--- src/rtl/spi_ctrl_master.sv ---
// SPI mode-0 initiator: one 16-bit MSB-first frame {rw, addr, wdata} per accepted request.
// Optional readback of the data byte from cipo is enabled by defining SPI_CTRL_READBACK_EN.
module spi_ctrl_master #(
   parameter int CLK_DIV = 4
) (
   input  logic       clk,
   input  logic       rst,
   input  logic       start,
   input  logic       rw,
   input  logic [6:0] addr,
   input  logic [7:0] wdata,
   input  logic       cipo,
   output logic       ready,
   output logic       done,
   output logic [7:0] rd_data,
   output logic       sclk,
   output logic       copi,
   output logic       cs_n
);

   localparam logic [7:0] DIV_M1 = 8'(CLK_DIV - 1);
   localparam logic [7:0] DIV_M2 = 8'(CLK_DIV - 2);

   typedef enum logic [2:0] {
      ST_IDLE  = 3'd0,
      ST_SETUP = 3'd1,
      ST_SHIFT = 3'd2,
      ST_END   = 3'd3,
      ST_GAP   = 3'd4
   } state_t;

   state_t      state_r;
   logic [15:0] shift_r;
   logic [4:0]  bit_cnt_r;
   logic [7:0]  div_cnt_r;
   logic        div_end_s;

   assign div_end_s = (div_cnt_r == DIV_M1);

`ifdef SPI_CTRL_READBACK_EN
   logic [7:0] cap_r;
`else
   logic unused_cipo;
   assign unused_cipo = cipo;
   assign rd_data     = 8'h00;
`endif

   // Frame sequencer; every SPI pin and status output is a register driven from here.
   always_ff @(posedge clk) begin
      if (rst) begin
         state_r   <= ST_IDLE;
         shift_r   <= 16'h0000;
         bit_cnt_r <= 5'd0;
         div_cnt_r <= 8'd0;
         ready     <= 1'b1;
         done      <= 1'b0;
         sclk      <= 1'b0;
         copi      <= 1'b0;
         cs_n      <= 1'b1;
`ifdef SPI_CTRL_READBACK_EN
         cap_r     <= 8'h00;
         rd_data   <= 8'h00;
`endif
      end else begin
         case (state_r)
            ST_IDLE: begin
               done <= 1'b0;
               if (start) begin
                  shift_r   <= {rw, addr, wdata};
                  copi      <= rw;
                  cs_n      <= 1'b0;
                  sclk      <= 1'b0;
                  ready     <= 1'b0;
                  div_cnt_r <= 8'd0;
                  bit_cnt_r <= 5'd0;
                  state_r   <= ST_SETUP;
               end else begin
                  ready <= 1'b1;
               end
            end
            ST_SETUP: begin
               if (div_end_s) begin
                  div_cnt_r <= 8'd0;
                  sclk      <= 1'b1;
                  state_r   <= ST_SHIFT;
               end else begin
                  div_cnt_r <= div_cnt_r + 8'd1;
               end
            end
            ST_SHIFT: begin
               if (!div_end_s) begin
                  div_cnt_r <= div_cnt_r + 8'd1;
               end else begin
                  div_cnt_r <= 8'd0;
                  if (sclk) begin
                     // Falling edge: advance to the next bit, park copi low after the last one.
                     sclk    <= 1'b0;
                     shift_r <= {shift_r[14:0], 1'b0};
                     copi    <= (bit_cnt_r == 5'd15) ? 1'b0 : shift_r[14];
                  end else if (bit_cnt_r == 5'd15) begin
                     cs_n    <= 1'b1;
                     done    <= 1'b1;
                     state_r <= ST_END;
`ifdef SPI_CTRL_READBACK_EN
                     rd_data <= cap_r;
`endif
                  end else begin
                     sclk      <= 1'b1;
                     bit_cnt_r <= bit_cnt_r + 5'd1;
`ifdef SPI_CTRL_READBACK_EN
                     // Rises of bits 9..16 carry the data byte.
                     if (bit_cnt_r >= 5'd7) begin
                        cap_r <= {cap_r[6:0], cipo};
                     end else begin
                        cap_r <= cap_r;
                     end
`endif
                  end
               end
            end
            ST_END: begin
               done      <= 1'b0;
               div_cnt_r <= 8'd0;
               state_r   <= ST_GAP;
            end
            ST_GAP: begin
               // END plus this state plus the first IDLE cycle keep cs_n high for CLK_DIV+1 cycles.
               if (div_cnt_r == DIV_M2) begin
                  ready     <= 1'b1;
                  div_cnt_r <= 8'd0;
                  state_r   <= ST_IDLE;
               end else begin
                  div_cnt_r <= div_cnt_r + 8'd1;
               end
            end
            default: begin
               state_r <= ST_IDLE;
               ready   <= 1'b1;
               done    <= 1'b0;
               sclk    <= 1'b0;
               copi    <= 1'b0;
               cs_n    <= 1'b1;
            end
         endcase
      end
   end

endmodule

--- config.mk ---
export PLATFORM = sky130hd
export DESIGN_NAME = spi_ctrl_master
export DESIGN_NICKNAME = d
export VERILOG_FILES = /design/src/rtl/spi_ctrl_master.sv
export SDC_FILE = /design/constraint.sdc
export NUM_CORES = 1
export LEC_CHECK = 0
export CAP_MARGIN = 20
export CORE_ASPECT_RATIO = 0.6
export CORE_MARGIN = 2
export CORE_UTILIZATION = 48
export CTS_CLUSTER_DIAMETER = 120
export DETAILED_ROUTE_END_ITERATION = 8
export PLACE_DENSITY = 0.76
export SYNTH_ARGS = -nofsm -noshare
export SYNTH_HDL_FRONTEND = slang
export SYNTH_SLANG_ARGS = --single-unit
--- constraint.sdc ---
create_clock -name clk -period 2 [get_ports clk]
set_input_delay 0.4 -clock clk [delete_from_list [all_inputs] [get_ports clk]]
set_output_delay 0.4 -clock clk [all_outputs]
set_load 0.01 [all_outputs]
==> impl_metrics.ini, run 1 <==
[outcome]
status = completed

[floorplan]
start_util_pct = 49.7
rows = 18
num_io_pins = 33
die-width_um = 87.9
die-area_mm2 = 0.00477
core-area_mm2 = 0.00408
dieHeight_um = 54.3

[logic_synthesis]
async_flop_share_pct = 0
ys_warn_count = 0
synth_seq_area_share_pct = 35.6
netlist_instances = 230
synth-edff-count = 0
synthFlopType = dfxtp_1
syn-cell-area_mm2 = 0.00203
avgSynthCellArea_um2 = 8.81
ys_types = 51
synth_seq_cells = 36

[worst_setup_path]
crit_fanout = 5
r2r-start = bit_cnt_r[0]$_SDFFE_PP0P_
cp_slowest_cell = or4_1
rr_worst_depth = 7
critPathMaxStageDelay_ns = 0.48
end_kind = register
cp_data_arrival_time_ns = 2.18
critPathLaunchType = register
reg2reg_slack_ns = 0.05
worstReg2RegEnd = bit_cnt_r[2]$_SDFFE_PP0P_
crit_type = register to register
worstPathRequired_ns = 2.23
cp_cell_sequence = ha_1, and3_4, ha_4, nor3b_4, o21ai_2, or4_1, a21oi_1

[timing]
setup_viol = 0
period_minus_slack_ns = 1.95
tightest_slew_ns = 0.601
fmax_ghz = 0.514
final-hold-violation-count = 0
slew_headroom_pct = 59.6
slew_violations = 0
tns_ns = 0
fin_crit_sh_pct = 97.3
fin_skew_ns = 0.00490
hold_ws_ns = 0.476

[placement]
dpl.hpwl_mm = 3.30
gp_congestion = 0.889
portBuffers = 23

[detailed_routing]
drt_iter0_drc = 152
top_layer_used = met4
antenna_left = 0
vias_per_cell = 5.54
dr_wl_met2_mm = 1.91
wl_per_cell_um = 14.6
vias = 1806
routed_wl_mm = 4.75
wl_met3_um = 364
wl_met1_mm = 2.41
drtPass1Iterations = 4
remaining_drc_errors = 0

[pwr]
peakVddDrop_mv = 0.359
fin_total_pwr_mw = 1.55
p_per_area_mw_per_mm2 = 616
p_leak_nw = 1.01

[job]
maxCapViolations = 0

[clocking]
clk_path_buf_depth = 2
cts_buffers = 5
cts_root_buf = clkbuf_8
cts_tree = done
cts.reportedPaths.clkPinSlew_ns = 0.07
ctsHoldBuffers = 0
clk_latency_ns = 0.29
clock-sinks = 36
htreeDepth = 2

[min_path]
holdPathEnd = bit_cnt_r[4]$_SDFFE_PP0P_
hold_path.class = register to register
min-delay-start = bit_cnt_r[4]$_SDFFE_PP0P_
whs_path_depth = 2

[finish]
ff_latch_area_um2 = 723
area_growth_pct = 24.2
final_layout_size_suffix_gt1_share_pct = 18.8
n_antenna_cell = 0
nNetsFinal = 289
final_cell_mix = 34 x dfxtp_1, 23 x clkdlybuf4s50_1, 22 x a21oi_1, 22 x buf_4, 16 x a211oi_1
nFillCells = 342
layout.core_utilization_pct = 61.7
mostFrequentLayoutCell = dfxtp_1
multi_input_comb_area_mm2 = 0.00121

[grt]
grt_pass1_vias = 1528
grt_overflow_total = 0
grt_antenna_before_repair = 0
grt_max_degree = 20
track_usage_pct = 21.3
grt_pass1_wl_mm = 7.59
==> registers in the layout, indices dropped and copies added (netlist names) <==
register and cells:
shift_r 15, div_cnt_r 8, bit_cnt_r 5, state_r 3
copi 1, cs_n 1, done 1, ready 1
sclk 1
==> report_power, final <==
group	internal (mW)	leakage [nW]	switching, mW
logic	0.121	0.668	0.123
clock network	0.243	0.0479	0.278
registers	0.755	0.296	0.0303
total	1.12	1.01	0.431
==> final cells by class <==
type,instances,share of cell area (%)
flip-flops and latches,36,28.7
clock buffers,5,2.73
multi-input cells,171,48.2
well taps,60,2.98
inverters,6,0.895
clock inverters,3,0.746
repair buffers,45,15.7
==> kinds of logic (layout without fill, tap and decap cells) <==
group / count (synthesis) / in the layout / synth area share [%]
AO/OA/AOI/OAI: 69 / 70 / 22.3
AND/OR/NAND/NOR: 65 / 65 / 19.4
flip-flops: 36 / 36 / 35.6
buffers and inverters: 31 / 59 / 8.71
multiplexers: 15 / 15 / 7.47
XOR/XNOR: 9 / 9 / 3.89
adder cells (fa/ha/maj): 4 / 4 / 2.47
other: 1 / 8 / 0.185
==> timing repair <==
action | CTS | global route
gates cloned | 0 | 1
pin swaps | 0 | 3
buffers inserted | 0 | 2
gates resized for setup | 2 | 11
endpoints found under the setup margin | 5 | 26
==> critical path, delay by kind of cell, from the launching register on <==
| family | cells | cell delay [ns] |
|---|---|---|
| simple gates | 3 | 0.91 |
| compound gates | 2 | 0.27 |
| flops | 1 | 0.32 |
| fa+ha+maj | 2 | 0.38 |
==> routing by layer <==
metal | track usage, % | vias to the layer above
met3 | 4.83 | 8
met5 | 0 | -
li1 | - | 906
met4 | 7.69 | 0
met2 | 27.5 | 60
met1 | 33.3 | 832
==> metrics by stage <==
step	cells	setup WS, ns	cell area [um^2]
floorplan	237	0.0549	2050
global placement	315	-0.156	2350
detailed placement	315	-0.174	2350
CTS	323	0.0186	2450
global route	326	-0.0205	2520
finish	326	0.0549	2520
==> how the worst max path moves through the flow <==
stage                     slack [ns]                       from                   endpoint
after floorplan                 0.05  bit_cnt_r[0]$_SDFFE_PP0P_  bit_cnt_r[2]$_SDFFE_PP0P_
after global placement         -0.16                      start  div_cnt_r[0]$_SDFFE_PP0P_
after CTS                       0.02  bit_cnt_r[0]$_SDFFE_PP0P_  bit_cnt_r[3]$_SDFFE_PP0P_
final                           0.05  bit_cnt_r[0]$_SDFFE_PP0P_  bit_cnt_r[2]$_SDFFE_PP0P_
after detailed placement       -0.17                      start  div_cnt_r[1]$_SDFFE_PP0P_
after global routing           -0.02  bit_cnt_r[0]$_SDFFE_PP0P_  bit_cnt_r[3]$_SDFFE_PP0P_
==> synthesized netlist by cell type, types with 2 or more instances <==
cell type / count / share of area [%]
mux2i_1: 14 / 6.9
nand3_1: 6 / 1.5
a2bb2oi_1: 2 / 0.86
xnor2_1: 8 / 3.5
nor2_1: 15 / 2.8
nor3_1: 3 / 0.74
dfxtp_1: 36 / 36
ha_1: 4 / 2.5
a221oi_1: 2 / 0.86
nor4b_1: 2 / 0.86
inv_1: 6 / 1.1
buf_4: 10 / 3.7
a211oi_1: 16 / 5.9
o21ai_0: 10 / 2.5
or3_1: 2 / 0.62
buf_2: 6 / 1.5
nor3b_1: 6 / 2.2
clkbuf_1: 7 / 1.3
a21oi_1: 23 / 5.7
and3_1: 3 / 0.93
nor2b_1: 3 / 0.93
and2_1: 3 / 0.93
buf_6: 2 / 1.1
or4_1: 5 / 1.9
nand2_1: 6 / 1.1
a31o_2: 2 / 0.86
nor4_1: 4 / 1.2
No activity file was read; power rests on OpenSTA's default activity.
==> run 2, diff against run 1 <==
CTS_CLUSTER_DIAMETER = 200   (was 120)
==> results of run 2 <==
Final layout, timing and power as in run 1 (identical DEF).
==> run 3, diff against run 2 <==
ABC_CLOCK_PERIOD_IN_PS = 2000   (was default)
REMOVE_ABC_BUFFERS = 1   (was default)
==> run 3 against run 2 <==
Compared with the run above:
- total power shrank 0.16%
- sequential share of layout area is essentially flat
- combinational power grew 3%
- clock power shrank 1%
- maximum frequency is essentially flat
- worst hold slack gained 0.019 ns
- via count shrank 0.17%
- final area shrank 0.35%
- clock skew shrank 0.0019 ns
- flip-flop and latch count is the same
- critical path type unchanged
==> impl_metrics.ini, run 3 (synthesized netlist as in run 1, its figures left out) <==
[outcome]
status = completed

[worst_setup_path]
critPathLaunchType = register
crit_type = register to register
end_kind = register
crit_fanout = 5
worstPathRequired_ns = 2.22
cp_cell_sequence = ha_1, and3_4, ha_4, nor3b_4, o21ai_2, or4_1, a21oi_1
cp_slowest_cell = or4_1
cp_data_arrival_time_ns = 2.16
critPathMaxStageDelay_ns = 0.44

[grt]
grt_pass1_vias = 1474
grt_pass1_wl_mm = 7.23
grt_overflow_total = 0
grt_antenna_before_repair = 0
grt_max_degree = 32
track_usage_pct = 20.3

[pwr]
p_int_mw = 1.12
combPwrFrac_pct = 16.2
power.share.clock_pct = 33.3
p_per_area_mw_per_mm2 = 617
power_frac_seq_pct = 50.6
peakVddDrop_mv = 0.414
p_leak_nw = 1.01
swShare_pct = 27.4
p_sw_mw = 0.424

[detailed_routing]
drtPass1Iterations = 4
routed_wl_mm = 4.65
wl_per_cell_um = 14.3
remaining_drc_errors = 0
antenna_left = 0
vias = 1803
vias_per_cell = 5.53
drt_iter0_drc = 152

[timing]
slew_violations = 0
tns_ns = 0
final-hold-violation-count = 0
hold_ws_ns = 0.495
setup_ws_ns = 0.0542
setup_viol = 0
fin_crit_sh_pct = 97.3
period_minus_slack_ns = 1.95
fin_skew_ns = 0.00302
fmax_ghz = 0.514

[finish]
area_growth_pct = 23.8
nFillCells = 364
top_regs = shift_r (15), div_cnt_r (8), bit_cnt_r (5)
final_layout_size_suffix_gt1_share_pct = 16.5
final_cell_mix = 36 x dfxtp_1, 23 x a21oi_1, 23 x clkdlybuf4s50_1
n_antenna_cell = 0
mostFrequentLayoutCell = dfxtp_1
multi_input_comb_area_mm2 = 0.00119
ff_latch_area_um2 = 721
nNetsFinal = 289
largest_reg_flops = 15
largest_register = shift_r

[clocking]
htreeDepth = 2
clk_path_buf_depth = 2
ctsHoldBuffers = 0
cts_buffers = 5
cts_root_buf = clkbuf_8
cts_tree = done
cts.reportedPaths.clkPinSlew_ns = 0.07
clk_latency_ns = 0.29
clock-sinks = 36

[floorplan]
start_util_pct = 49.7
die-area_mm2 = 0.00477
rows = 18
dieHeight_um = 54.3
core-area_mm2 = 0.00408
die-width_um = 87.9
num_io_pins = 33

[placement]
dpl.hpwl_mm = 3.17
post-place-ws_ns = -0.184
gp_congestion = 0.819
portBuffers = 23

[job]
maxCapViolations = 0

[min_path]
hold_path.class = register to register
-- run 3: path summary, 6_finish.rpt --
check / startpoint / end / slack, ns / depth (start not counted)
setup / recovery: bit_cnt_r[0]$_SDFFE_PP0P_ / bit_cnt_r[4]$_SDFFE_PP0P_ / 0.05 / 7
hold / removal: done$_SDFFE_PP0P_ / done$_SDFFE_PP0P_ / 0.50 / 2
setup reg to reg: bit_cnt_r[0]$_SDFFE_PP0P_ / bit_cnt_r[4]$_SDFFE_PP0P_ / 0.05 / 7
hold reg to reg: done$_SDFFE_PP0P_ / done$_SDFFE_PP0P_ / 0.50 / 2
-- run 3: area by class of cell --
class / count / area share, %
Clock buffer: 5 / 2.74
Multi-Input combinational cell: 171 / 47.6
Clock inverter: 3 / 0.749
Sequential cell: 36 / 28.7
Inverter: 6 / 0.898
Tap cell: 60 / 2.99
Timing Repair Buffer: 45 / 16.3
-- run 3: timing repair --
item	in CTS	in global routing
resized for setup	4	3
pin swaps	4	2
gates cloned	1	0
endpoints found under the hold margin	0	0
setup endpoints to repair	5	17
buffers inserted	1	1
-- run 3: worst max-delay path: cells and delay by family (launching register included) --
| kind | cells | cell delay, ns |
|---|---|---|
| adder cells (fa/ha/maj) | 2 | 0.38 |
| AND/OR/NAND/NOR | 3 | 0.86 |
| flip-flops | 1 | 0.32 |
| AO/OA/AOI/OAI | 2 | 0.31 |
-- run 3: power by group through the flow --
stage          Combinational (mW)  Sequential (mW)  Clock (mW)
2_1_floorplan               0.122            0.799           0
3_3_place_gp                0.240            0.796           0
3_5_place_dp                0.243            0.797           0
4_1_cts                     0.248            0.781       0.534
5_1_grt                     0.274            0.786       0.567
6_report                    0.250            0.782       0.514
-- run 3: per-layer routing --
metal	share of wire, %	GRT usage, %
met3	6.2	5.43
met1	51	30.6
met2	41	27.7
met4	1.1	6.15
met5	0	0
-- run 3: per-stage QoR --
stage | instance area (um^2) | total power, mW | cells | util, %
final | 2510 | 1.55 | 326 | 61.5
after global routing | 2510 | 1.63 | 326 | 61.5
after CTS | 2480 | 1.56 | 325 | 60.9
after detailed placement | 2370 | 1.04 | 315 | 58.0
after global placement | 2370 | 1.04 | 315 | 58.0
after floorplan | 1900 | 0.921 | 212 | -
